**src/rtl/fetch_stage_pkg.sv**
```systemverilog
// -----------------------------------------------------------------------------
// fetch_stage_pkg
//
// Shared definitions for the instruction fetch stage: datapath widths, reset
// and bubble constants, the fetch FSM state encoding, the IF/ID register
// command encoding and the packet type that travels from fetch into IF/ID.
// -----------------------------------------------------------------------------
package fetch_stage_pkg;

  localparam int INSTR_W = 16;
  localparam int ADDR_W  = 16;

  localparam logic [ADDR_W-1:0]  RESET_PC = 16'h0000;
  localparam logic [INSTR_W-1:0] NOP      = 16'h0000;

  // Fetch FSM states.
  //   S_REQ     : a request to imem is outstanding at the current PC
  //   S_HOLD    : a response arrived during a stall and is parked in the skid
  //   S_DISCARD : the outstanding request was squashed by a redirect; its
  //               response must be swallowed before fetching the new target
  typedef enum logic [1:0] {
    S_REQ     = 2'd0,
    S_HOLD    = 2'd1,
    S_DISCARD = 2'd2
  } fetch_state_e;

  // IF/ID register commands.
  typedef enum logic [1:0] {
    IFID_HOLD  = 2'd0,
    IFID_LOAD  = 2'd1,
    IFID_FLUSH = 2'd2
  } ifid_op_e;

  // One fetched instruction together with the address it came from.
  typedef struct packed {
    logic [ADDR_W-1:0]  pc;
    logic [INSTR_W-1:0] ir;
  } fetch_pkt_t;

  // Sequential successor of a PC; wraps modulo 2^ADDR_W.
  function automatic logic [ADDR_W-1:0] pc_inc(input logic [ADDR_W-1:0] pc);
    return pc + ADDR_W'(2);
  endfunction

  // Instructions are halfword aligned, so bit 0 of any target is dropped.
  function automatic logic [ADDR_W-1:0] pc_align(input logic [ADDR_W-1:0] pc);
    return pc & ~ADDR_W'(1);
  endfunction

endpackage

```
**src/rtl/fetch_stage_if_id_reg.sv**
```systemverilog
// -----------------------------------------------------------------------------
// if_id_reg
//
// IF/ID pipeline register between fetch and decode. It holds one instruction,
// its address, its sequential successor address and a valid flag.
//
// Ports
//   clk        : clock, rising edge
//   reset      : asynchronous, active-high; clears every field
//   op         : IFID_LOAD loads load_pkt, IFID_FLUSH turns the entry into a
//                NOP bubble, IFID_HOLD keeps the current contents
//   load_pkt   : instruction and PC to capture on IFID_LOAD
//   pc_out     : PC of the held instruction
//   ir_out     : held instruction word (NOP when flushed)
//   pcp2_out   : pc_out + 2, wrapping at 2^16
//   valid_out  : entry holds a real instruction
// -----------------------------------------------------------------------------
module if_id_reg
  import fetch_stage_pkg::*;
(
  input  logic               clk,
  input  logic               reset,
  input  ifid_op_e           op,
  input  fetch_pkt_t         load_pkt,
  output logic [ADDR_W-1:0]  pc_out,
  output logic [INSTR_W-1:0] ir_out,
  output logic [ADDR_W-1:0]  pcp2_out,
  output logic               valid_out
);

  // NOTE: state is updated only with non-blocking assignments inside a
  // clocked block; the reset branch sits in the same block and its edge is in
  // the sensitivity list so clearing happens without waiting for a clock.
  always_ff @(posedge clk or posedge reset) begin
    if (reset) begin
      pc_out    <= '0;
      ir_out    <= NOP;
      pcp2_out  <= '0;
      valid_out <= 1'b0;
    end else begin
      case (op)
        IFID_LOAD: begin
          pc_out    <= load_pkt.pc;
          ir_out    <= load_pkt.ir;
          pcp2_out  <= pc_inc(load_pkt.pc);
          valid_out <= 1'b1;
        end
        IFID_FLUSH: begin
          // The PC fields are left alone; decode ignores them when invalid.
          ir_out    <= NOP;
          valid_out <= 1'b0;
        end
        default: ;
      endcase
    end
  end

endmodule

```
**src/rtl/fetch_stage.sv**
```systemverilog
// -----------------------------------------------------------------------------
// fetch_stage
//
// Instruction fetch stage. Owns the PC and a three-state fetch FSM that keeps
// at most one imem request outstanding, parks a response that arrives during a
// decode stall in a one-entry skid buffer, and swallows the response of a
// request squashed by a redirect. Fetched instructions are handed to decode
// through the if_id_reg sub-module.
//
// Ports
//   clk        : clock, rising edge
//   reset      : asynchronous, active-high
//   jump       : redirect from decode, active low (0 = taken)
//   new_pc     : redirect target; bit 0 is ignored
//   stall      : 1 freezes PC and IF/ID (a redirect still wins)
//   imem_addr  : fetch address, stable while a request is outstanding
//   imem_req   : fetch request, held until imem_ready; 0 during reset
//   imem_ready : response strobe, imem_rdata valid when 1
//   imem_rdata : instruction word returned by imem
//   pc_out     : IF/ID PC
//   ir_out     : IF/ID instruction
//   OPCP2      : IF/ID PC + 2
//   valid_out  : IF/ID holds a real instruction
// -----------------------------------------------------------------------------
module fetch_stage
  import fetch_stage_pkg::*;
(
  input  logic               clk,
  input  logic               reset,
  input  logic               jump,
  input  logic [ADDR_W-1:0]  new_pc,
  input  logic               stall,
  output logic [ADDR_W-1:0]  imem_addr,
  output logic               imem_req,
  input  logic               imem_ready,
  input  logic [INSTR_W-1:0] imem_rdata,
  output logic [ADDR_W-1:0]  pc_out,
  output logic [INSTR_W-1:0] ir_out,
  output logic [ADDR_W-1:0]  OPCP2,
  output logic               valid_out
);

  fetch_state_e      state_q,   state_d;
  logic [ADDR_W-1:0] pc_q,      pc_d;
  // Address of a squashed request; imem still expects it on imem_addr until
  // the response comes back, while pc_q already points at the new target.
  logic [ADDR_W-1:0] stale_q,   stale_d;
  fetch_pkt_t        skid_q,    skid_d;

  ifid_op_e          ifid_op;
  fetch_pkt_t        ifid_pkt;

  logic              taken;
  assign taken = ~jump;

  // ---------------------------------------------------------------------------
  // State registers
  // ---------------------------------------------------------------------------
  always_ff @(posedge clk or posedge reset) begin
    if (reset) begin
      state_q <= S_REQ;
      pc_q    <= RESET_PC;
      stale_q <= RESET_PC;
      skid_q  <= '0;
    end else begin
      state_q <= state_d;
      pc_q    <= pc_d;
      stale_q <= stale_d;
      skid_q  <= skid_d;
    end
  end

  // ---------------------------------------------------------------------------
  // Next state, PC, skid and IF/ID control
  // ---------------------------------------------------------------------------
  always_comb begin
    // NOTE: every signal written in this block gets a default first, so no
    // path through the case statement can leave one unassigned and infer a
    // latch.
    state_d   = state_q;
    pc_d      = pc_q;
    stale_d   = stale_q;
    skid_d    = skid_q;
    ifid_op   = IFID_HOLD;
    ifid_pkt  = '{pc: pc_q, ir: imem_rdata};
    imem_req  = 1'b0;
    imem_addr = pc_q;

    case (state_q)
      S_REQ: begin
        imem_req = 1'b1;
        if (taken) begin
          // Redirect beats stall. A response arriving on this edge belongs
          // to the wrong path and is dropped; without one, the request is
          // still in flight and must be drained in S_DISCARD.
          pc_d    = pc_align(new_pc);
          ifid_op = IFID_FLUSH;
          skid_d  = '0;
          if (!imem_ready) begin
            stale_d = pc_q;
            state_d = S_DISCARD;
          end
        end else if (imem_ready) begin
          if (stall) begin
            // Decode cannot accept it yet; park it and keep the PC.
            skid_d  = '{pc: pc_q, ir: imem_rdata};
            state_d = S_HOLD;
          end else begin
            ifid_op = IFID_LOAD;
            pc_d    = pc_inc(pc_q);
          end
        end else if (!stall) begin
          // Decode consumed the held instruction and nothing new arrived:
          // present a bubble rather than repeat it.
          ifid_op = IFID_FLUSH;
        end
      end

      S_HOLD: begin
        if (taken) begin
          pc_d    = pc_align(new_pc);
          ifid_op = IFID_FLUSH;
          skid_d  = '0;
          state_d = S_REQ;
        end else if (!stall) begin
          ifid_op  = IFID_LOAD;
          ifid_pkt = skid_q;
          pc_d     = pc_inc(skid_q.pc);
          skid_d   = '0;
          state_d  = S_REQ;
        end
      end

      S_DISCARD: begin
        // Keep presenting the squashed request so the single outstanding
        // transaction completes cleanly; its data is never used.
        imem_req  = 1'b1;
        imem_addr = stale_q;
        if (taken) begin
          pc_d    = pc_align(new_pc);
          ifid_op = IFID_FLUSH;
        end
        if (imem_ready) begin
          state_d = S_REQ;
        end
      end

      default: begin
        state_d = S_REQ;
      end
    endcase

    // The request is combinational from state, so it is masked explicitly
    // while reset is held.
    if (reset) begin
      imem_req = 1'b0;
    end
  end

  // ---------------------------------------------------------------------------
  // IF/ID pipeline register
  // ---------------------------------------------------------------------------
  if_id_reg u_if_id_reg (
    .clk       (clk),
    .reset     (reset),
    .op        (ifid_op),
    .load_pkt  (ifid_pkt),
    .pc_out    (pc_out),
    .ir_out    (ir_out),
    .pcp2_out  (OPCP2),
    .valid_out (valid_out)
  );

endmodule

```
**config.mk**
```make
export PLATFORM = sky130hd
export DESIGN_NAME = fetch_stage
export DESIGN_NICKNAME = d
export VERILOG_FILES = /design/src/rtl/fetch_stage_pkg.sv /design/src/rtl/fetch_stage_if_id_reg.sv /design/src/rtl/fetch_stage.sv
export SDC_FILE = /design/constraint.sdc
export NUM_CORES = 1
export LEC_CHECK = 0
export CAP_MARGIN = 10
export CORE_ASPECT_RATIO = 1.5
export CORE_MARGIN = 2
export CORE_UTILIZATION = 45
export CTS_CLUSTER_SIZE = 12
export DETAILED_ROUTE_END_ITERATION = 10
export DONT_BUFFER_PORTS = 1
export GPL_TIMING_DRIVEN = 0
export PLACE_DENSITY = 0.61
export SYNTH_ARGS = -nofsm -noshare
export SYNTH_HDL_FRONTEND = slang
export SYNTH_HIERARCHICAL = 1
export SYNTH_SLANG_ARGS = --single-unit
```
**constraint.sdc**
```tcl
create_clock -name clk -period 3.4 [get_ports clk]
set_input_delay 0.34 -clock clk [delete_from_list [all_inputs] [get_ports clk]]
set_output_delay 0.34 -clock clk [all_outputs]
set_load 0.01 [all_outputs]
```
; After elaboration in Yosys (flattened, before gate mapping)
; Cells that the tools add are included.
[classes]
n_addsub = 3
eq_ne = 11
mux = 35
bitwise = 2
n_reduce_logical = 9
[ops]
columns = cell, count
row1 = $mux 32, 7
row2 = $mux 16, 7
row3 = $pmux 32 s2, 1
row4 = $add 16x2->16 const B, 3
row5 = $pmux 16 s3, 1
row6 = $pmux 16 s2, 1
row7 = $mux 2, 12
row8 = $ne 3x3->1 const B, 5
row9 = $pmux 2 s3, 2
row10 = $reduce_and 5->1, 2
row11 = $reduce_and 3->1, 2
row12 = $eq 2x1->1 const B, 2
row13 = $eq 2x2->1 const B, 2
row14 = $ne 2x2->1 const B, 2
row15 = $reduce_bool 2->1, 2
row16 = $mux 1, 3
row17 = $reduce_bool 3->1, 1
row18 = $logic_not 2->1, 1
row19 = $not 1->1, 2
row20 = $pmux 1 s2, 1
row21 = $reduce_or 2->1, 1
[word_totals]
reg_bits = 115
out_inout_bits = 66
word_cells = 69

; Logic depth before layout (Yosys ltp)
; Gate-level depths: netlist of run 1.
[depth]
depth_word = 6
depth_mapped = 12
mapped_depth_nobuf = 10

; By module
; The synthesis of run 1 kept the hierarchy.
[by_module_without_submodules]
columns = mod, n_inst, cells_per_inst, area_each_um2
row1 = fetch_stage, 1, 415, 4156.5
row2 = if_id_reg, 1, 166, 2063.2

; Worst setup path before layout of run 1
; No wires, ideal clock.
[synth_path]
path_type = reg-to-reg
start = register state_q[1]
end = register u_if_id_reg.pcp2_out[15]
setup_ns = 0.133
arrival_time_ns = 2.585
slack_ns = 0.681
stages_incl_launch_ff = 13
path_buffers = 2
path_cell_list = dfrtp_1 > inv_1 > ha_1 > nand2_1 > or2_2 > clkbuf_1 > buf_2 > mux2_2 > ha_1 > nand4_4 > nor4_4 > xnor2_1 > a21oi_2
[synth_lines]
columns = item, line
row1 = "start, declared", fetch_stage.sv:43  ; fetch_state_e state_q, state_d;
row2 = "start signal, assigned", fetch_stage.sv:66  ; state_q <= state_d;
row3 = "end signal, assigned", fetch_stage_if_id_reg.sv:45  ; pcp2_out <= pc_inc(load_pkt.pc);
row4 = "end, declared", fetch_stage_if_id_reg.sv:27  ; output logic [ADDR_W-1:0] pcp2_out,

==> flow_metrics.py, run 1 <==
metrics = {
    "outcome": {
        "outcome": "complete, but fails checks",
        "failed_checks": "hold timing",
    },
    "setup_path": {
        "startpoint_type": "flop",
        "slowest_delay_ns": 0.43,
        "ff2ff_setup_slack_ns": 0.24,
        "cp_max_fo": 10,
        "arrival_ns": 3.44,
        "endpoint_kind": "flop",
        "path_buf_inv": 3,
        "path_class": "reg -> reg",
        "cp_top_family": "simple AND/OR/NAND/NOR gates",
        "slowest_stage": "dfrtp_1",
        "worst_ep_required_time_ns": 3.68,
        "path_cells": "inv_1, ha_2, nand2_1, or2_2, clkbuf_1, buf_2, mux2_2, ha_1, nand4_4, nor4_4, xnor2_1, a21oi_2",
    },
    "power_and_ir_drop": {
        "leakage_nw": 3.00,
        "swShare": 0.418,
        "clkPwrFrac": 0.246,
        "internal_power_mw": 3.92,
        "sequentialPowerShare": 0.371,
        "p_sw_mw": 2.81,
        "p_comb_frac": 0.383,
        "ir_drop_v": 0.000459,
        "power_density_mw_per_mm2": 960,
    },
    "cts": {
        "cts_made_buffers": 17,
        "cts_sinks": 114,
        "post_cts_buffers": 0,
        "clock-root-buffer": "clkbuf_16",
        "clock_path_buffers": 2,
        "htree_levels": 4,
        "clk_pin_slew_ns": 0.06,
        "insertion_delay_ns": 0.42,
        "cts_tree": "yes",
    },
    "logic_synthesis": {
        "ys_warn_count": 6,
        "syn_inst": 581,
        "synthArstFlopShare": 1.00,
        "syn_area_mm2": 0.00622,
        "synthFlopType": "dfrtp_1",
        "synth_area_leaders": "dfrtp_1, mux2_2, a22o_1",
        "yosysTopAreaCell": "dfrtp_1",
        "synth_area_per_cell_um2": 10.7,
        "synth_edf_count": 0,
        "synthesis.nets": 627,
        "synth_seq_area_share": 0.459,
        "synth_top_area_share": 0.459,
        "yosys_register_bits": 114,
        "synth_cell_types": 57,
    },
    "final_layout": {
        "register_area_mm2": 0.00285,
        "multi_input_area_mm2": 0.00311,
        "antenna_cells": 0,
        "n_fill_cell": 1267,
        "final_core_util": 0.518,
        "area_growth_pct": 12.7,
        "final_cell_mix": "dfrtp_1, mux2_2, a22o_1",
        "drive_above_1_share": 0.249,
        "nNetsFinal": 648,
        "layout_commonest_cell": "dfrtp_1",
    },
    "timing": {
        "maxSlewHeadroom": 0.438,
        "period_minus_slack_ns": 3.16,
        "hold_viol": 53,
        "setup_violations": 0,
        "post-route-period-util": 0.929,
        "timing.hold.ws_ns": -0.0425,
        "slew_viol_final": 0,
        "fmax_ghz": 0.317,
        "rsz0062_at_grt": "no",
        "worst_slew_pin_slew_ns": 0.843,
        "fin_skew_ns": 0.00850,
        "tns_ns": 0,
    },
    "global_route": {
        "use_met2": 0.392,
        "grt_overflow": 0,
        "met1_usage": 0.265,
        "grt_pass1_vias": 4932,
        "antenna_found_initial": 0,
        "grt_first_pass_wirelength_mm": 26.5,
        "grt_usage": 0.231,
        "grtUsageMet3": 0.0714,
        "grt_max_degree": 67,
        "grt-busiest-layer": "met2",
    },
    "routing": {
        "vias": 4773,
        "via_per_inst": 6.14,
        "drcViolationCount": 0,
        "routed_wl_mm": 16.9,
        "postRouteAntennaNets": 0,
        "dr.first_iter.drc_count": 171,
        "first_pass_iters": 5,
        "wl_per_cell_um": 21.7,
    },
    "die": {
        "start_util": 0.460,
        "io_pins": 103,
        "die-area_mm2": 0.0148,
        "rows": 52,
        "die_h_um": 148,
        "core-area_mm2": 0.0135,
        "die_w_um": 100,
    },
    "place": {
        "place_congestion": 0.927,
        "port_buffers": 0,
        "dpl.hpwl_mm": 12.3,
    },
    "worst_hold_path": {
        "min_path_type": "in -> async",
    },
    "flow_run": {
        "max_cap_viol_count": 0,
    },
}
## synthesized netlist by cell type, drive strengths merged, types with 2 or more instances
cell / number
dfrtp: 114
mux2: 77
a22o: 49
nor2: 36
a21oi: 34
buf: 28
nand2: 27
xnor2: 20
o21ai: 18
clkbuf: 17
nand3: 17
inv: 15
nand4: 14
nor3: 12
ha: 9
nor4: 9
xor2: 9
a21o: 8
and3: 7
nand2b: 7
o22ai: 7
and4: 5
a31oi: 4
or3: 4
a2111oi: 3
a221o: 3
nor2b: 3
o31ai: 3
a211oi: 2
a221oi: 2
a311oi: 2
and2: 2
or2: 2
## final timing paths
kind                           startpoint  depth (start not counted)                       end
max                            state_q[1]                         12  u_if_id_reg/pcp2_out[15]
min                                 reset                          1                state_q[1]
max reg2reg                    state_q[1]                         12  u_if_id_reg/pcp2_out[15]
min reg2reg                     skid_q[3]                          1                 skid_q[3]
max in group asynchronous           reset                          3     u_if_id_reg/pc_out[9]
min in group clk           imem_rdata[13]                          1                skid_q[13]
## power groups by stage
stage	Clock, mW	Combinational, mW	Sequential (mW)
floorplan	0	2.01	2.34
global placement	0	2.51	2.50
detailed placement	0	2.56	2.51
CTS	1.68	2.58	2.50
global route	1.74	2.85	2.57
finish	1.66	2.58	2.50
## cells by family after synthesis
logic type,count (synthesis),synth area share
muxes,78,0.141
buffers and inverters,60,0.0416
AOI/OAI and AO/OA,144,0.169
xor gates and xnor gates,29,0.0408
adders and majority gates,9,0.0181
and+or+nand+nor,147,0.131
DFF,114,0.459
## routing by layer
layer / wire length (µm) / part of all wire / up-vias
met5: 0 / 0 / -
met4: 649 / 0.039 / 0
met3: 1110 / 0.066 / 44
met2: 8540 / 0.51 / 164
met1: 6560 / 0.39 / 2372
li1: - / - / 2193
## metrics by stage
stage	setup slack, ns	instances	instance area, µm²	hold WS [ns]	total power, mW
6_report	0.241	777	7010	-0.0425	6.73
5_1_grt	0.0613	777	7010	0.0330	7.16
4_1_cts	0.165	777	7000	0.00477	6.76
3_5_place_dp	0.119	744	6440	0.165	5.07
3_3_place_gp	0.169	743	6420	0.479	5.01
2_1_floorplan	0.681	581	6220	0.459	4.35
## area by class of cell
class	count	area share
inverters	15	0.00839
flip-flops and latches	114	0.407
plain buffers	45	0.0289
repair buffers	2	0.00429
well taps	162	0.0289
multi-input cells	407	0.444
clock buffers	17	0.0607
clock inverters	15	0.0173
## state kept, by name, indices dropped and copies added (netlist names)
name / flops
pc_q: 16
skid_q: 32
stale_q: 16
state_q: 2
u_if_id_reg/ir_out: 16
u_if_id_reg/pc_out: 16
u_if_id_reg/pcp2_out: 15
u_if_id_reg/valid_out: 1
## timing repair
action	4_1_cts	5_1_grt
hold buffers	1	0
endpoints found under the setup margin	0	11
hold endpoints to repair	9	0
gates resized for setup	0	2
No activity file was read; power rests on OpenSTA's default activity.
==> run 2: changes to the inputs <==
--- a/config.mk
+++ b/config.mk
@@ -9,6 +9,7 @@
 export CORE_ASPECT_RATIO = 1.5
 export CORE_MARGIN = 2
 export CORE_UTILIZATION = 45
+export CTS_CLUSTER_DIAMETER = 120
 export CTS_CLUSTER_SIZE = 12
 export DETAILED_ROUTE_END_ITERATION = 10
 export DONT_BUFFER_PORTS = 1
==> results of run 2 <==
Same layout as run 1: the final DEF is identical, and so are final timing and power.
